**src/rtl/mem_arb_pkg.sv**
```systemverilog
// mem_arb_pkg: shared types and constants for the two-port memory arbiter.
//   arb_state_t : arbiter FSM states
//   PORT_CORE   : index of the seq_core load/store port (port 0)
//   PORT_AUX    : index of the loader/debug port (port 1)
package mem_arb_pkg;

  typedef enum logic [1:0] {
    IDLE,
    ISSUE,
    WAIT
  } arb_state_t;

  localparam logic PORT_CORE = 1'b0;
  localparam logic PORT_AUX  = 1'b1;

endpackage

```
**src/rtl/mem_arbiter_pick.sv**
```systemverilog
// arb_pick: combinational two-way request picker.
//   req   in  [1:0]  request pair, bit index = port index
//   ptr   in  1      preferred port on a tie (round-robin build only)
//   grant out 1      index of the winning port
//   valid out 1      at least one request present
// Build option: MEM_ARB_RR_EN selects round-robin; otherwise port 0 wins ties.
module arb_pick
  import mem_arb_pkg::*;
(
  input  logic [1:0] req,
  input  logic       ptr,
  output logic       grant,
  output logic       valid
);

  assign valid = |req;

`ifdef MEM_ARB_RR_EN
  // On a tie the pointer decides; otherwise the lone requester wins.
  assign grant = (&req) ? ptr : req[PORT_AUX];
`else
  logic unused_ptr;
  assign unused_ptr = ptr;
  assign grant = req[PORT_CORE] ? PORT_CORE : PORT_AUX;
`endif

endmodule

```
**src/rtl/mem_arbiter.sv**
```systemverilog
// mem_arbiter: shares the single-ported data memory between the core
// load/store path (port 0) and an auxiliary requester (port 1).
//   clk, rst                  clock, asynchronous active-high reset
//   m{0,1}_req/we/addr/wdata  request handshake inputs, held until ack
//   m{0,1}_rdata              read data, held until the next read ack
//   m{0,1}_ack                one-cycle completion pulse
//   mem_read/mem_write        memory strobes, high only in ISSUE
//   mem_address/mem_data_out  latched address / write data to memory
//   mem_data_in               memory read data, valid MEM_LAT cycles after read
// Build option: define MEM_ARB_RR_EN for round-robin arbitration; the default
// build uses fixed priority with port 0 winning ties.
module mem_arbiter
  import mem_arb_pkg::*;
#(
  parameter int unsigned A_SIZE  = 10,
  parameter int unsigned D_SIZE  = 32,
  parameter int unsigned MEM_LAT = 1
) (
  input  logic              clk,
  input  logic              rst,
  input  logic              m0_req,
  input  logic              m0_we,
  input  logic [A_SIZE-1:0] m0_addr,
  input  logic [D_SIZE-1:0] m0_wdata,
  output logic [D_SIZE-1:0] m0_rdata,
  output logic              m0_ack,
  input  logic              m1_req,
  input  logic              m1_we,
  input  logic [A_SIZE-1:0] m1_addr,
  input  logic [D_SIZE-1:0] m1_wdata,
  output logic [D_SIZE-1:0] m1_rdata,
  output logic              m1_ack,
  output logic              mem_read,
  output logic              mem_write,
  output logic [A_SIZE-1:0] mem_address,
  output logic [D_SIZE-1:0] mem_data_out,
  input  logic [D_SIZE-1:0] mem_data_in
);

  localparam int unsigned CntW = (MEM_LAT < 2) ? 1 : $clog2(MEM_LAT + 1);

  arb_state_t        state_q, state_d;
  logic [CntW-1:0]   cnt_q, cnt_d;
  logic              sel_q, we_q;
  logic [A_SIZE-1:0] addr_q;
  logic [D_SIZE-1:0] wdata_q, rdata0_q, rdata1_q;
  logic [1:0]        ack_q, ack_d;
  logic              grant, valid, ptr, start, rd_done, wr_done;

  arb_pick u_pick (
    .req   ({m1_req, m0_req}),
    .ptr   (ptr),
    .grant (grant),
    .valid (valid)
  );

`ifdef MEM_ARB_RR_EN
  logic ptr_q;
  always_ff @(posedge clk or posedge rst) begin
    if (rst) begin
      ptr_q <= PORT_CORE;
    end else if (start) begin
      ptr_q <= ~grant;
    end
  end
  assign ptr = ptr_q;
`else
  assign ptr = PORT_CORE;
`endif

  // The IDLE cycle that carries an ack does not arbitrate: the acked port is
  // still holding req, and this keeps the minimum strobe spacing.
  assign start = (state_q == IDLE) && valid && !(|ack_q);

  always_ff @(posedge clk or posedge rst) begin
    if (rst) begin
      state_q <= IDLE;
      cnt_q   <= '0;
    end else begin
      state_q <= state_d;
      cnt_q   <= cnt_d;
    end
  end

  always_comb begin
    state_d = state_q;
    cnt_d   = cnt_q;
    unique case (state_q)
      IDLE:  if (start) state_d = ISSUE;
      ISSUE: begin
        cnt_d   = CntW'(MEM_LAT);
        state_d = we_q ? IDLE : WAIT;
      end
      WAIT: begin
        cnt_d = cnt_q - CntW'(1);
        if (cnt_q == CntW'(1)) state_d = IDLE;
      end
      default: state_d = IDLE;
    endcase
  end

  always_comb begin
    mem_read  = (state_q == ISSUE) && !we_q;
    mem_write = (state_q == ISSUE) && we_q;
    wr_done   = (state_q == ISSUE) && we_q;
    rd_done   = (state_q == WAIT) && (cnt_q == CntW'(1));
    ack_d     = '0;
    if (wr_done || rd_done) ack_d[sel_q] = 1'b1;
  end

  always_ff @(posedge clk or posedge rst) begin
    if (rst) begin
      sel_q    <= PORT_CORE;
      we_q     <= 1'b0;
      addr_q   <= '0;
      wdata_q  <= '0;
      rdata0_q <= '0;
      rdata1_q <= '0;
      ack_q    <= '0;
    end else begin
      ack_q <= ack_d;
      if (start) begin
        sel_q   <= grant;
        we_q    <= grant ? m1_we : m0_we;
        addr_q  <= grant ? m1_addr : m0_addr;
        wdata_q <= grant ? m1_wdata : m0_wdata;
      end
      if (rd_done) begin
        if (sel_q == PORT_AUX) rdata1_q <= mem_data_in;
        else                   rdata0_q <= mem_data_in;
      end
    end
  end

  assign mem_address  = addr_q;
  assign mem_data_out = wdata_q;
  assign m0_rdata     = rdata0_q;
  assign m1_rdata     = rdata1_q;
  assign m0_ack       = ack_q[PORT_CORE];
  assign m1_ack       = ack_q[PORT_AUX];

endmodule

```
**config.mk**
```make
export PLATFORM = sky130hd
export DESIGN_NAME = mem_arbiter
export DESIGN_NICKNAME = d
export VERILOG_FILES = /design/src/rtl/mem_arb_pkg.sv /design/src/rtl/mem_arbiter_pick.sv /design/src/rtl/mem_arbiter.sv
export SDC_FILE = /design/constraint.sdc
export NUM_CORES = 1
export LEC_CHECK = 0
export CELL_PAD_IN_SITES_DETAIL_PLACEMENT = 0
export CELL_PAD_IN_SITES_GLOBAL_PLACEMENT = 1
export CORE_MARGIN = 10
export CORE_UTILIZATION = 33
export DETAILED_ROUTE_END_ITERATION = 8
export PLACE_DENSITY = 0.84
export SYNTH_ARGS = -nofsm -noshare
export SYNTH_HDL_FRONTEND = slang
export SYNTH_SLANG_ARGS = --single-unit
```
**constraint.sdc**
```tcl
create_clock -name clk -period 8.53 [get_ports clk]
set_input_delay 1.706 -clock clk [delete_from_list [all_inputs] [get_ports clk]]
set_output_delay 1.706 -clock clk [all_outputs]
set_load 0.03 [all_outputs]
```
# Word-level counts from Yosys, hierarchy flattened
# Cells that the tools add are included.
[op_classes]
n_addsub = 1
mul = 0
div_mod_pow = 0
order_cmp = 2
eq_ne = 4
shift = 0
muxes = 12
n_bitwise = 1
reduce_logical = 16
[op_table]
columns = ["cell", "count"]
rows = [
  ["$mux 32", 1],
  ["$mux 10", 1],
  ["$mux 2", 4],
  ["$logic_and 1x1->1", 6],
  ["$pmux 2 s3", 1],
  ["$reduce_and 2->1", 3],
  ["$ne 2x2->1 const B", 2],
  ["$reduce_or 2->1", 2],
  ["$mux 1", 3],
  ["$eq 2x1->1 const B", 1],
  ["$eq 2x2->1 const B", 1],
  ["$logic_not 1->1", 2],
  ["$logic_not 2->1", 1],
  ["$lt 1x2->1 const B", 1],
  ["$pmux 1 s2", 1],
  ["$reduce_bool 2->1", 1],
  ["$demux 1 s1", 1],
  ["$ge 1x1->1 const B", 1],
  ["$logic_or 1x1->1", 1],
  ["$not 1->1", 1],
  ["$sub 1x1->1 const B", 1],
]
[word_totals]
reg_bits = 113
latch_bits = 0
ram_bits = 0
rom_bits = 0
in_bits = 122
elab_cells = 45
memories = 0

# Longest topological paths before layout
[logic_depth]
ltp_word = 5
depth_mapped = 6

# Cells and area by module
# A second synthesis with hierarchy kept.
[unflattened]
cells_unflattened = 353
area_unflattened_um2 = 4948.5
[modules_own_cells]
columns = ["mod", "instances", "cells_each", "area_each_um2"]
rows = [
  ["mem_arbiter", 1, 351, 4938.5],
  ["arb_pick", 1, 2, 10.0],
]

# Worst setup path before layout
# No wires, ideal clock.
[synth_timing]
path_type = "input port to flip-flop"
start = "input m0_req"
end = "register state_q[1]"
arrival_ps = 2767
required_time_ps = 8402
path_slack_ps = 5636
cell_stages = 5
n_path_buf = 1
path_cell_list = "buf_2 > nor2_1 > or3_1 > a21oi_1 > mux2_1"
[synth_between]
elab_chain_len = 5
[synth_lines]
columns = ["element", "line", "rtl"]
rows = [
  ["from (decl)", "mem_arbiter.sv:21", "input logic m0_req,"],
  ["$reduce_or 2->1", "mem_arbiter_pick.sv:16", "assign valid = |req;"],
  ["$logic_and 1x1->1 (2 in a row)", "mem_arbiter.sv:73", "assign start = (state_q == IDLE) && valid && !(|ack_q);"],
  ["$ne 2x2->1 (no source line)", "-", ""],
  ["$reduce_and 2->1 (no source line)", "-", ""],
  ["to (signal assigned)", "mem_arbiter.sv:80", "state_q <= state_d;"],
  ["to (decl)", "mem_arbiter.sv:42", "arb_state_t state_q, state_d;"],
]
# Every way passes these cells.
# A chain may end at the register's enable or synchronous reset.

# Worst setup path after layout
[layout_timing]
start = "input m0_req"
end = "register wdata_q[9], in the netlist mem_data_out[9]"
[layout_between]
elab_chain_len = 3
word_cells_on_any_way = 4
[layout_lines]
columns = ["element", "line", "rtl"]
rows = [
  ["$reduce_or 2->1", "mem_arbiter_pick.sv:16", ""],
  ["$logic_and 1x1->1 (2 in a row)", "mem_arbiter.sv:73", ""],
  ["to (signal assigned)", "mem_arbiter.sv:126", "wdata_q <= grant ? m1_wdata : m0_wdata;"],
  ["to (decl)", "mem_arbiter.sv:46", "logic [D_SIZE-1:0] wdata_q, rdata0_q, rdata1_q;"],
]
# Parallel ways exist; a longest one is shown, timed or not.

==> run_results.csv <==
group,metric,value,unit
route,ant_nets,0,
outcome,status,"finished, final reports clean",
floorplanning,die_area,19200,um^2
worst_setup_path,crit_fanout,63,
synth,ys_seq_area_frac,0.609,
power_and_ir_drop,clkPwrFrac,0.204,
place,place_congestion,0.776,
layout,nNetsFinal,709,
global_routing,grt_first_pass_wirelength,21500,um
power_and_ir_drop,power_density,412,nW/um^2
clocking,worstSkewPairLatency,0.39,ns
worst_setup_path,cp.arrival,4.34,ns
clocking,clk_pin_slew_worst_paths,0.05,ns
worst_setup_path,crit_path_end_kind,"flip-flop",
worst_setup_path,crit_path_max_incr_delay,0.91,ns
power_and_ir_drop,finalPower,3.15,mW
timing,tightestPinTransition,1.07,ns
worst_setup_path,path_cells,"buf_2 > buf_4 > nor2_1 > nor4b_4 > buf_4 > nor2_1 > a21oi_1",
clocking,clkSinkCount,113,
global_routing,antenna_found_initial,0,
floorplanning,core,13800,um^2
layout,final_core_util,0.553,
layout,final_layout_size_suffix_gt1_frac,0.0606,
layout,synthToLayoutAreaGrowth,64.7,%
power_and_ir_drop,swShare,0.400,
synth,netlist_instances,351,
synth,ys.flop_type,"dfrtp_1",
global_routing,grt_pass1_vias,3847,
timing,slew_viol_final,0,
power_and_ir_drop,p_switching,1.26,mW
floorplanning,die_h,139,um
timing,tns,0,ns
timing,hold_viol_final,0,
synth,synth_edf_count,0,
worst_setup_path,start_kind,"primary input",
synth,ys_types,17,
synth,yosys.area.top_type,"dfrtp_1",
power_and_ir_drop,pwr-share-comb,0.496,
global_routing,overflow,0,
place,dpl.hpwl,10600,um
power_and_ir_drop,p_seq_frac,0.300,
run,cap_violations,0,
power_and_ir_drop,leakage,3.22,nW
floorplanning,pin_count,232,
power_and_ir_drop,intPower,1.89,mW
synth,synth_top_area_share,0.609,
route,vias,3569,
clocking,cts_buffer_depth,2,
global_routing,grt_use_total,0.139,
clocking,root_buffer,"clkbuf_16",
synth,ys_ff_latch,113,
timing,post-route-min-period,4.03,ns
route,initialDrtViolationCount,119,
synth,yosysMostFrequentCell,"dfrtp_1",
timing,finalClockSkew,0.00516,ns
clocking,numCtsBuffers,17,
clocking,cts.repair.resized,0,
synth,yosysWarnings,0,
timing,finalSetupViolCount,0,
power_and_ir_drop,max-vdd-ir-drop,204,uV
synth,synthesis.nets,476,
synth,synth_common_cells,"dfrtp_1, mux2_1, nor2_1, a21oi_1, mux2i_1",
place,placedCellCount,745,
route,post_drt_via_cell_ratio,4.61,
worst_setup_path,cp_top_family,"buffers and inverters",
synth,netlist_area,4640,um^2
route,wl_per_cell,17.6,um
layout,finalNonFillerCells,774,
layout,fin_area,7650,um^2
worst_setup_path,crit_path_top_delay_cell,"nor4b_4",
floorplanning,fp-row-count,43,
timing,rsz0062_at_grt,"no",
synth,async_reset_ff_frac,1.00,
worst_setup_path,path_buf_inv,3,
place,io_buffers,231,
worst_setup_path,crit_type,"in2reg",
floorplanning,die_w,139,um
route,finalWirelength,13600,um
timing,timing.fmax,0.248,GHz
global_routing,grt_max_degree,73,
layout,num_antenna_cells,0,
clocking,ctsHoldBuffers,0,
place,dpl_cell_area,7100,um^2
min_path,hold_path_class,"reg2reg",
route,drcViolationCount,0,
timing,post-route-period-util,0.472,
clocking,cts_tree,"yes",
layout,fillers,1150,
synth,yosys-top-cells-area,"dfrtp_1, mux2_1, mux2i_1",
clocking,htree_num_levels,4,
worst_setup_path,cp.required,8.84,ns
synth,syn_avg_cell_area,13.2,um^2
clocking,cts_setup_buffers,0,
floorplanning,start_util,0.336,
timing,maxSlewHeadroom,0.284,
route,drtPass1Iterations,4,
==> logic make-up (layout without fill, tap and decap cells) <==
logic type / after synthesis / after routing / share of synthesized area
muxes: 109 / 109 / 0.252
adders and majority gates: 3 / 3 / 0.00808
and+or+nand+nor: 55 / 55 / 0.0517
buffers and inverters: 24 / 267 / 0.0269
DFF: 113 / 113 / 0.609
AOI/OAI and AO/OA: 47 / 47 / 0.0520
==> power by group through the flow <==
stage / Combinational [mW] / Sequential, mW / Clock (mW)
floorplan: 0.366 / 1.45 / 0
global placement: 1.56 / 0.942 / 0
detailed placement: 1.59 / 0.955 / 0
CTS: 1.59 / 0.950 / 0.659
global route: 1.65 / 0.982 / 0.683
finish: 1.56 / 0.946 / 0.643
==> metal layers <==
layer	up-vias	share of wire	GRT usage
li1	1689	-	-
met1	1746	0.38	0.149
met2	122	0.54	0.249
met3	12	0.062	0.0452
met4	0	0.016	0.0560
met5	-	0	0
==> through the flow <==
stage	worst slack (ns)	hold slack (ns)
after global routing	4.16	0.501
after detailed placement	4.06	0.481
final	4.50	0.488
after floorplan	3.84	0.447
after global placement	4.20	0.475
after CTS	4.48	0.492
==> flip-flops by register name (all words and copies together), names as in the netlist <==
name and flops:
m0_rdata 32, m1_rdata 32, mem_data_out 32, mem_address 10, ack_q 2, state_q 2
cnt_q 1, sel_q 1, we_q 1
==> layout make-up <==
type	instances	area, um^2	share of cell area
clock buffers	23	488	0.0638
inverters	4	17.5	0.00229
clock inverters	6	57.6	0.00753
repair buffers	234	2330	0.305
flip-flops and latches	113	2830	0.370
multi-input cells	214	1700	0.223
well taps	180	225	0.0295
==> final timing paths <==
check                             start              end  slack (ns)  cells past startpoint
setup / recovery                 m0_req  mem_data_out[9]        4.50                      7
hold / removal             m0_rdata[19]     m0_rdata[19]        0.49                      1
setup reg to reg             state_q[1]  mem_data_out[9]        5.99                      6
hold reg to reg            m0_rdata[19]     m0_rdata[19]        0.49                      1
max in group asynchronous           rst     m1_rdata[15]        5.52                      3
min in group asynchronous           rst     m1_rdata[16]        1.71                      2
==> cell usage in the layout, fill, tap and decap left out <==
cell and count:
bufinv_16 1, clkinv_2 4, o21a_1 1, inv_4 1, buf_2 1, nor2b_1 2, clkinvlp_4 1, dfrtp_1 113
nand3_2 2, clkdlybuf4s50_1 230, clkbuf_1 2, buf_4 3, nor4b_4 1, and2_1 1, mux2_1 65, o22a_1 1
a21oi_1 45, ha_1 3, inv_2 1, mux2i_1 44, clkbuf_16 17, inv_1 2, nor2_1 47, nand3_1 1
clkbuf_8 4, or3_1 1
Power figures use the tool's default switching activity.
